==> config.mk <==
export PLATFORM = sky130hd
export DESIGN_NAME = ball_hit_manager
export DESIGN_NICKNAME = d
export VERILOG_FILES = /design/src/rtl/ball_pkg.sv /design/src/rtl/lowest_set_idx15.sv /design/src/rtl/ball_hit_manager.sv
export SDC_FILE = /design/constraint.sdc
export NUM_CORES = 1
export LEC_CHECK = 0
export ABC_AREA = 0
export CORE_ASPECT_RATIO = 1.75
export CORE_MARGIN = 4
export CORE_UTILIZATION = 40
export CTS_CLUSTER_SIZE = 8
export DETAILED_ROUTE_END_ITERATION = 6
export HOLD_SLACK_MARGIN = 0.06
export PLACE_DENSITY = 0.59
export SYNTH_ARGS = -nofsm -noshare
export SYNTH_HDL_FRONTEND = slang
export SYNTH_HIERARCHICAL = 1
export SYNTH_SLANG_ARGS = --single-unit
==> constraint.sdc <==
create_clock -name clk -period 9.1 [get_ports clk]
set_input_delay 0.91 -clock clk [delete_from_list [all_inputs] [get_ports clk]]
set_output_delay 0.91 -clock clk [all_outputs]
set_load 0.05 [all_outputs]
==> src/rtl/ball_pkg.sv <==
// Shared types and constants for the ball hit manager: ball tree indexing,
// size classes and the controller state encoding.
package ball_pkg;

  localparam int NUM_BALLS  = 15;
  localparam int IDX_HUGE   = 0;
  localparam int IDX_BIG0   = 1;
  localparam int IDX_MED0   = 3;
  localparam int IDX_SMALL0 = 7;

  typedef enum logic [1:0] {
    SZ_HUGE,
    SZ_BIG,
    SZ_MED,
    SZ_SMALL
  } size_class_t;

  typedef enum logic [2:0] {
    IDLE,
    PLAY,
    EVAL,
    CLEAR,
    OVER
  } state_t;

  // Balls form a binary heap: children of idx live at 2*idx+1 and 2*idx+2.
  function automatic logic [3:0] child_base(input logic [3:0] idx);
    return 4'(2 * int'(idx) + 1);
  endfunction

  function automatic size_class_t size_of(input logic [3:0] idx);
    if (int'(idx) < IDX_BIG0)        return SZ_HUGE;
    else if (int'(idx) < IDX_MED0)   return SZ_BIG;
    else if (int'(idx) < IDX_SMALL0) return SZ_MED;
    else                             return SZ_SMALL;
  endfunction

endpackage

==> src/rtl/lowest_set_idx15.sv <==
// Combinational priority encoder: index of the lowest set bit of a 15-bit vector.
module lowest_set_idx15 (
  input  logic [14:0] vec,
  output logic [3:0]  idx,
  output logic        valid
);

  always_comb begin
    idx   = '0;
    valid = |vec;
    for (int i = 14; i >= 0; i--) begin
      if (vec[i]) idx = 4'(i);
    end
  end

endmodule

==> src/rtl/ball_hit_manager.sv <==
// Turns per-pixel ball collision flags into once-per-frame game events:
// ball pops and splits, rope retract, player lives/invulnerability, score.
//
// state | meaning
// IDLE  | after reset, waiting for the first newLevel
// PLAY  | accumulating collisions for the current frame
// EVAL  | one cycle: apply rope pop and player hit for the frame just ended
// CLEAR | every ball popped, waiting for newLevel
// OVER  | no lives left, collisions ignored until newLevel
module ball_hit_manager
  import ball_pkg::*;
#(
  parameter int LIVES_INIT    = 3,
  parameter int INVULN_FRAMES = 60,
  parameter int SCORE_W       = 16,
  parameter int PTS_HUGE      = 10,
  parameter int PTS_BIG       = 20,
  parameter int PTS_MED       = 40,
  parameter int PTS_SMALL     = 80
) (
  input  logic               clk,
  input  logic               reset,
  input  logic               startOfFrame,
  input  logic               newLevel,
  input  logic [14:0]        col_player,
  input  logic [14:0]        col_rope,
  output logic [14:0]        alive,
  output logic [14:0]        spawn,
  output logic               ropeRetract,
  output logic               playerHit,
  output logic [1:0]         lives,
  output logic [SCORE_W-1:0] score,
  output logic               levelClear,
  output logic               gameOver
);

  localparam int INV_W = $clog2(INVULN_FRAMES + 1);
  localparam logic [INV_W-1:0] INVULN_LOAD = INV_W'(INVULN_FRAMES);
  localparam logic [1:0]       LIVES_LOAD  = 2'(LIVES_INIT);

  state_t             state, stateNext;
  logic [14:0]        ropeAcc, ropeAccNext;
  logic               plyAcc, plyAccNext;
  logic [14:0]        ropePend, ropePendNext;
  logic               plyPend, plyPendNext;
  logic [INV_W-1:0]   invuln, invulnNext;
  logic [14:0]        aliveNext, spawnNext;
  logic               ropeRetractNext, playerHitNext;
  logic [1:0]         livesNext;
  logic [SCORE_W-1:0] scoreNext;

  logic [3:0]         victim;
  logic               victimValid;
  logic [14:0]        victimMask, childMask;
  logic [SCORE_W-1:0] popPts;
  logic [SCORE_W:0]   scoreSum;

  lowest_set_idx15 uVictim (
    .vec   (ropeAcc),
    .idx   (victim),
    .valid (victimValid)
  );

  function automatic logic [SCORE_W-1:0] pointsFor(input size_class_t sz);
    case (sz)
      SZ_HUGE: return SCORE_W'(PTS_HUGE);
      SZ_BIG:  return SCORE_W'(PTS_BIG);
      SZ_MED:  return SCORE_W'(PTS_MED);
      default: return SCORE_W'(PTS_SMALL);
    endcase
  endfunction

  always_comb begin
    victimMask = 15'(1) << victim;
    childMask  = (int'(victim) < IDX_SMALL0) ? (15'b11 << child_base(victim)) : '0;
    popPts     = pointsFor(size_of(victim));
    scoreSum   = {1'b0, score} + {1'b0, popPts};
  end

  always_comb begin
    stateNext       = state;
    aliveNext       = alive;
    spawnNext       = '0;
    ropeRetractNext = 1'b0;
    playerHitNext   = 1'b0;
    livesNext       = lives;
    scoreNext       = score;
    invulnNext      = invuln;
    ropeAccNext     = ropeAcc;
    plyAccNext      = plyAcc;
    ropePendNext    = ropePend;
    plyPendNext     = plyPend;

    if (newLevel) begin
      aliveNext    = 15'b1;
      spawnNext    = 15'b1;
      ropeAccNext  = '0;
      plyAccNext   = 1'b0;
      ropePendNext = '0;
      plyPendNext  = 1'b0;
      invulnNext   = INVULN_LOAD;
      stateNext    = PLAY;
      if (state == IDLE || state == OVER) begin
        livesNext = LIVES_LOAD;
        scoreNext = '0;
      end
    end else begin
      case (state)
        PLAY: begin
          // Flags seen on the frame boundary belong to the next frame.
          if (startOfFrame) begin
            ropePendNext = col_rope & alive;
            plyPendNext  = |(col_player & alive);
            stateNext    = EVAL;
          end else begin
            ropeAccNext = ropeAcc | (col_rope & alive);
            plyAccNext  = plyAcc | (|(col_player & alive));
          end
        end
        EVAL: begin
          if (victimValid) begin
            aliveNext       = (alive & ~victimMask) | childMask;
            spawnNext       = childMask;
            scoreNext       = scoreSum[SCORE_W] ? '1 : scoreSum[SCORE_W-1:0];
            ropeRetractNext = 1'b1;
          end
          if (plyAcc && invuln == '0 && lives != 2'd0) begin
            livesNext     = lives - 2'd1;
            playerHitNext = 1'b1;
            invulnNext    = INVULN_LOAD;
          end else if (invuln != '0) begin
            invulnNext = invuln - 1'b1;
          end
          ropeAccNext  = ropePend & aliveNext;
          plyAccNext   = plyPend;
          ropePendNext = '0;
          plyPendNext  = 1'b0;
          if (livesNext == 2'd0)      stateNext = OVER;
          else if (aliveNext == '0)   stateNext = CLEAR;
          else                        stateNext = PLAY;
        end
        default: ;
      endcase
    end
  end

  always_ff @(posedge clk or posedge reset) begin
    if (reset) begin
      state       <= IDLE;
      alive       <= '0;
      spawn       <= '0;
      ropeRetract <= 1'b0;
      playerHit   <= 1'b0;
      lives       <= '0;
      score       <= '0;
      invuln      <= '0;
      ropeAcc     <= '0;
      plyAcc      <= 1'b0;
      ropePend    <= '0;
      plyPend     <= 1'b0;
    end else begin
      state       <= stateNext;
      alive       <= aliveNext;
      spawn       <= spawnNext;
      ropeRetract <= ropeRetractNext;
      playerHit   <= playerHitNext;
      lives       <= livesNext;
      score       <= scoreNext;
      invuln      <= invulnNext;
      ropeAcc     <= ropeAccNext;
      plyAcc      <= plyAccNext;
      ropePend    <= ropePendNext;
      plyPend     <= plyPendNext;
    end
  end

  assign levelClear = (state == CLEAR);
  assign gameOver   = (state == OVER);

endmodule

# Word-level counts from Yosys, hierarchy flattened
# Index checks and enable logic that the tools add are counted.
word_totals:
  ff_bits: 91
op_classes:
  addsub: 4
  order_cmp: 3
  n_eq_ne: 9
  n_shift: 2
  n_mux: 66
  bitwise_logic: 8
  reduce_logical: 21
op_table:
  columns: ["cell", "count"]
  rows:
  - ["two-way mux 15 bit", 13]
  - ["two-way mux 16 bit", 5]
  - ["bitwise AND 15 bit", 4]
  - ["two-way mux 4 bit", 15]
  - ["one-hot mux 15 bit (2 select lines)", 2]
  - ["OR 15 bit", 2]
  - ["OR reduction 15 bit", 2]
  - ["two-way mux 6 bit", 4]
  - ["one-hot mux 7 bit (3 select lines)", 1]
  - ["two-way mux 2 bit", 9]
  - ["adder 16 x 16 -> 17 bit", 1]
  - ["zero test 15 bit", 1]
  - ["NOT 15 bit", 1]
  - ["<< shifter 1 x 4 -> 15 bit, first input constant", 1]
  - ["<< shifter 2 x 4 -> 15 bit, first input constant", 1]
  - ["two-way mux 1 bit", 11]
  - ["two-way mux 3 bit", 3]
  - ["AND reduction 2 bit", 4]
  - ["== test 3 x 2 -> 1 bit, second input constant", 2]
  - ["zero test 6 bit", 1]
  - ["!= test 3 bit, second input constant", 2]
  - ["one-hot mux 3 bit (2 select lines)", 1]
  - ["nonzero test 2 bit", 3]
  - ["nonzero test 3 bit", 2]
  - ["19 further kinds", 22]

# Depth between registers and ports, before layout
logic_depth:
  word_depth: 27
  ltp_mapped: 16
  ltp_nobuf: 14

# By module
# Netlist, hierarchy kept.
by_module_without_submodules:
  columns: ["mod", "n_inst", "cells_per_inst", "area_each_um2", "seq_area_each_um2"]
  rows:
  - ["ball_hit_manager", 1, 520, 4782.1, 2102.0]
  - ["lowest_set_idx15", 1, 27, 158.9, 0.0]

# Worst setup path after synthesis
# Ideal clock, no wire load.
synth_timing:
  path_type: "reg2reg"
  startpoint: "register ropeAcc[11]"
  endpoint: "register score[8]"
  setup_time_ns: 0.130
  t_arrival_ns: 3.449
  t_required_ns: 8.970
  path_slack_ns: 5.521
  stages_incl_launch_ff: 16
  path_buffers: 3
  period_less_slack_ns: 3.579
  cell_sequence: "dfrtp_1 > or4_1 > a21oi_1 > o32ai_1 > buf_2 > buf_4 > or2_2 > nor3_1 > nor2_1 > ha_1 > a21o_1 > a21o_1 > a21bo_2 > clkbuf_1 > a32oi_1 > nand3_1"
synth_between:
  elab_chain_len: 23
  word_cells_on_any_way: 30
synth_rtl:
  columns: ["item", "line_no", "text"]
  rows:
  - ["start, declared", "ball_hit_manager.sv:42", "logic [14:0] ropeAcc, ropeAccNext;"]
  - ["start signal, assigned", "ball_hit_manager.sv:170", "ropeAcc <= ropeAccNext;"]
  - ["two-way mux 4 bit * (12 in series)", "lowest_set_idx15.sv:12", "if (vec[i]) idx = 4'(i);"]
  - ["via victim[1]", "ball_hit_manager.sv:52", "logic [3:0] victim;"]
  - ["< comparator 4 x 3 -> 1 bit", "ball_pkg.sv:34", "else if (int'(idx) < IDX_SMALL0) return SZ_MED;"]
  - ["two-way mux 1 bit", "ball_pkg.sv:34", null]
  - ["two-way mux 2 bit", "ball_pkg.sv:33", "else if (int'(idx) < IDX_MED0) return SZ_BIG;"]
  - ["two-way mux 2 bit *", "ball_pkg.sv:32", "if (int'(idx) < IDX_BIG0) return SZ_HUGE;"]
  - ["== test 2 bit (tied with other cells)", "ball_hit_manager.sv:65", "case (sz)"]
  - ["one-hot mux 7 bit (3 select lines) *", "ball_hit_manager.sv:65", null]
  - ["adder 16 x 16 -> 17 bit *", "ball_hit_manager.sv:77", "scoreSum = {1'b0, score} + {1'b0, popPts};"]
  - ["two-way mux 16 bit *", "ball_hit_manager.sv:124", "scoreNext = scoreSum[SCORE_W] ? '1 : scoreSum[SCORE_W-1:0];"]
  - ["two-way mux 16 bit *", "ball_hit_manager.sv:121", "if (victimValid) begin"]
  - ["two-way mux 16 bit *", "ball_hit_manager.sv:108", "case (state)"]
  - ["two-way mux 16 bit *", "ball_hit_manager.sv:94", "if (newLevel) begin"]
  - ["end signal, assigned", "ball_hit_manager.sv:168", "score <= scoreNext;"]
  - ["end, declared", "ball_hit_manager.sv:32", "output logic [SCORE_W-1:0] score,"]
# Mark *: on every way through the listed nets, which the timed path passes. The rest lies on a longest branch. The select of a mux whose other input is x is not followed.
# A chain may end at the register's enable or synchronous reset.

# Worst setup path in the final report
layout_timing:
  startpoint: "register ropeAcc[7]"
  endpoint: "register score[15]"
layout_between:
  elab_chain_len: 19
  word_cells_on_any_way: 26
layout_rtl:
  columns: ["item", "line_no"]
  rows:
  - ["two-way mux 4 bit * (8 in series)", "lowest_set_idx15.sv:12"]
  - ["via victim[3]", "ball_hit_manager.sv:52"]
  - ["< comparator 4 x 3 -> 1 bit", "ball_pkg.sv:34"]
  - ["two-way mux 1 bit", "ball_pkg.sv:34"]
  - ["two-way mux 2 bit", "ball_pkg.sv:33"]
  - ["two-way mux 2 bit *", "ball_pkg.sv:32"]
  - ["== test 2 bit (tied with other cells)", "ball_hit_manager.sv:65"]
  - ["one-hot mux 7 bit (3 select lines) *", "ball_hit_manager.sv:65"]
  - ["adder 16 x 16 -> 17 bit *", "ball_hit_manager.sv:77"]
  - ["two-way mux 16 bit *", "ball_hit_manager.sv:124"]
  - ["two-way mux 16 bit *", "ball_hit_manager.sv:121"]
  - ["two-way mux 16 bit *", "ball_hit_manager.sv:108"]
  - ["two-way mux 16 bit *", "ball_hit_manager.sv:94"]
# Marked as above.

==> impl_metrics.ini <==
[die]
die_x_um = 92.02
ios = 86
row_count = 53
core_um2 = 12070
start_util = 0.4094
design.die.area_um2 = 14260
fp.dieH_um = 155.0

[pwr]
clockPowerShare = 0.425
powerDensity_nw_per_um2 = 142.7
leakage_uw = 0.002511
switching_share = 0.2748
ir_drop_mv = 0.1380
p_int_uw = 639.6
p_switching_uw = 242.4
seqPwrFrac = 0.445
pwr-share-comb = 0.130

[cts]
cts_tree = built
cts_buffer_depth = 2
cts_resized = 0
clk_latency_ps = 340
cts-hold-fix-buffers = 0
clk_pin_slew_ps = 70
numCtsBuffers = 9
clkSinkCount = 84
cts-root-buf = clkbuf_16
cts_setup_buffers = 0
cts_max_level = 3

[status]
status = finished, violations left
violations = DRC

[grt]
grt_pass1_wl_um = 24680
grtUsageTotal = 0.2207
grt_pass1_vias = 4609
grt_start_max_net_pins = 53
overflow = 0
antenna_found_initial = 0

[finish]
nFillCells = 1212
layout-drive-gt1-share = 0.08239
syn_to_final_growth_pct = 25.12
fin_nets = 657
final_cells = 784
diodes = 0
final_util = 0.5122

[sta]
slew_headroom = 0.3314
hold_violations = 0
setup_violations = 0
fin_skew_ps = 6.461
tns_ps = 0
period_minus_slack_ps = 4129
slew_viol_final = 0
period_share = 0.4537
worst_slew_pin_slew_ps = 998.5
rsz0062_at_grt = no
max_clock_freq_mhz = 242.2

[setup_path]
slowest_stage = nor3b_2
worstPathMaxFanout = 18
critPathTopFamily = simple AND/OR/NAND/NOR gates
cp-start-kind = register
r2r_slack_ps = 4970
cp_data_required_time_ps = 9340
worst-setup-path-type = register to register
worstPathArrival_ps = 4370
slowest_delay_ps = 900
critPathBufInv = 1
cp-end-kind = register
path_cells = nor4_1 -> nor3b_2 -> nor3_1 -> nor2_1 -> inv_1 -> ha_1 -> a211oi_1 -> o21ai_0 -> nand3b_1 -> a21o_1 -> a22o_1

[synth]
ys_ff_latch = 84
yosys_warnings = 6
ys_types = 74
synth_most_common_cell = dfrtp_1
syn-cell-area_um2 = 4941
async_reset_ff_frac = 1.000
synth.area.top_cells = dfrtp_1 43%, o21ai_0 5.1%, nand2_1 4.4%, a21oi_1 3.3%, nand3_1 2.9%
synth_edf_count = 0
syn-num-nets = 590
avgSynthCellArea_um2 = 9.033
synth_cells = 547
yosys.area.top_type = dfrtp_1
synth_commonest_cells = 84 x dfrtp_1, 58 x nand2_1, 50 x o21ai_0
synthFlopType = dfrtp_1
synth_sequential_area_ratio = 0.4254
synth_top_area_share = 0.4254

[route]
via_per_inst = 5.838
wire_per_inst_um = 19.68
drt-pass1-iter-count = 7
drt.antenna.violating_nets = 0
drc = 4
initialDrtViolationCount = 262
vias = 4577
routed_wl_um = 15430

[placed_design]
dpl.hpwl_um = 11070
numPortBuffers = 85
gp_congestion = 0.9290
place_inst = 768

[job]
cap_viol_max_count = 0

[min_path]
holdCritPathClass = register to register
==> cell families after synthesis <==
logic type,count (synthesis),share of synthesized area
compound gates,180,0.2429
xor+xnor,10,0.01773
fa+ha+maj,9,0.02431
buf+inv,53,0.05318
flops,84,0.4254
mux,6,0.01317
simple gates,205,0.2234
==> worst min-delay path, delay by kind of cell (launching register included) <==
kind             cells  cell delay [ps]
flip-flops           1              350
AO/OA/AOI/OAI        1               60
AND/OR/NAND/NOR      1               50
==> layer usage <==
layer / part of all wire / vias to the layer above / wire [um] / GRT usage
li1: - / 2151 / - / -
met1: 0.40 / 2213 / 6099 / 0.2605
met2: 0.51 / 176 / 7872 / 0.3794
met3: 0.059 / 37 / 904 / 0.05080
met4: 0.036 / 0 / 550 / 0.09922
met5: 0 / - / 0 / 0
==> cells in the final DEF (no fill, tap or decap), types with 5 or more instances in the layout <==
| cell | n |
|---|---|
| clkdlybuf4s50_1 | 85 |
| dfrtp_1 | 84 |
| nand2_1 | 58 |
| o21ai_0 | 50 |
| nor2_1 | 36 |
| a21oi_1 | 32 |
| nand3_1 | 29 |
| inv_1 | 15 |
| a31oi_1 | 13 |
| a21o_1 | 11 |
| nand2b_1 | 10 |
| nor3_1 | 10 |
| clkbuf_16 | 9 |
| a22oi_1 | 8 |
| ha_1 | 8 |
| buf_4 | 8 |
| nor2b_1 | 6 |
| o22ai_1 | 6 |
| and3_1 | 6 |
| nand3b_1 | 6 |
| o211ai_1 | 6 |
| nand4_1 | 6 |
| xor2_1 | 5 |
| xnor2_1 | 5 |
==> per-stage QoR <==
step	worst slack [ps]	power [uW]	hold WS [ps]	cell area, um2
2_1_floorplan	5521	470.3	445.0	4941
3_5_place_dp	5009	514.6	473.4	5882
4_1_cts	5005	891.8	490.0	6182
5_1_grt	4641	917.3	511.8	6182
3_3_place_gp	5164	512.2	461.3	5882
6_report	4971	882.0	483.0	6182
==> final cells by class <==
| type | count | area, um2 | area share |
|---|---|---|---|
| clock buffer | 9 | 225.2 | 0.03643 |
| clock inverter | 7 | 75.07 | 0.01214 |
| inverter | 16 | 61.31 | 0.009917 |
| multi-input combinational | 410 | 2601 | 0.4208 |
| sequential | 84 | 2102 | 0.3400 |
| tap | 165 | 206.4 | 0.03339 |
| timing repair buffer | 93 | 910.9 | 0.1473 |
==> power by group through the flow <==
stage | sequential, uW | clock (uW) | combinational (uW)
floorplan | 404 | 0 | 66.4
global placement | 399 | 0 | 113
detailed placement | 400 | 0 | 115
CTS | 393 | 384 | 116
global route | 394 | 398 | 125
finish | 393 | 375 | 115
==> sequential cells by signal (all words and copies together) (netlist names) <==
register,count
alive,15
invuln,6
lives,2
playerHit,1
plyAcc,1
plyPend,1
ropeAcc,15
ropePend,15
ropeRetract,1
score,16
spawn,8
state,3
==> final timing paths <==
check,end,from,cells after the start
max,score[15],ropeAcc[7],11
min,ropePend[12],ropePend[12],2
max reg2reg,score[15],ropeAcc[7],11
min reg2reg,ropePend[12],ropePend[12],2
max in group asynchronous,ropeRetract,reset,3
min in group asynchronous,state[0],reset,2
Power figures use the tool's default switching activity.
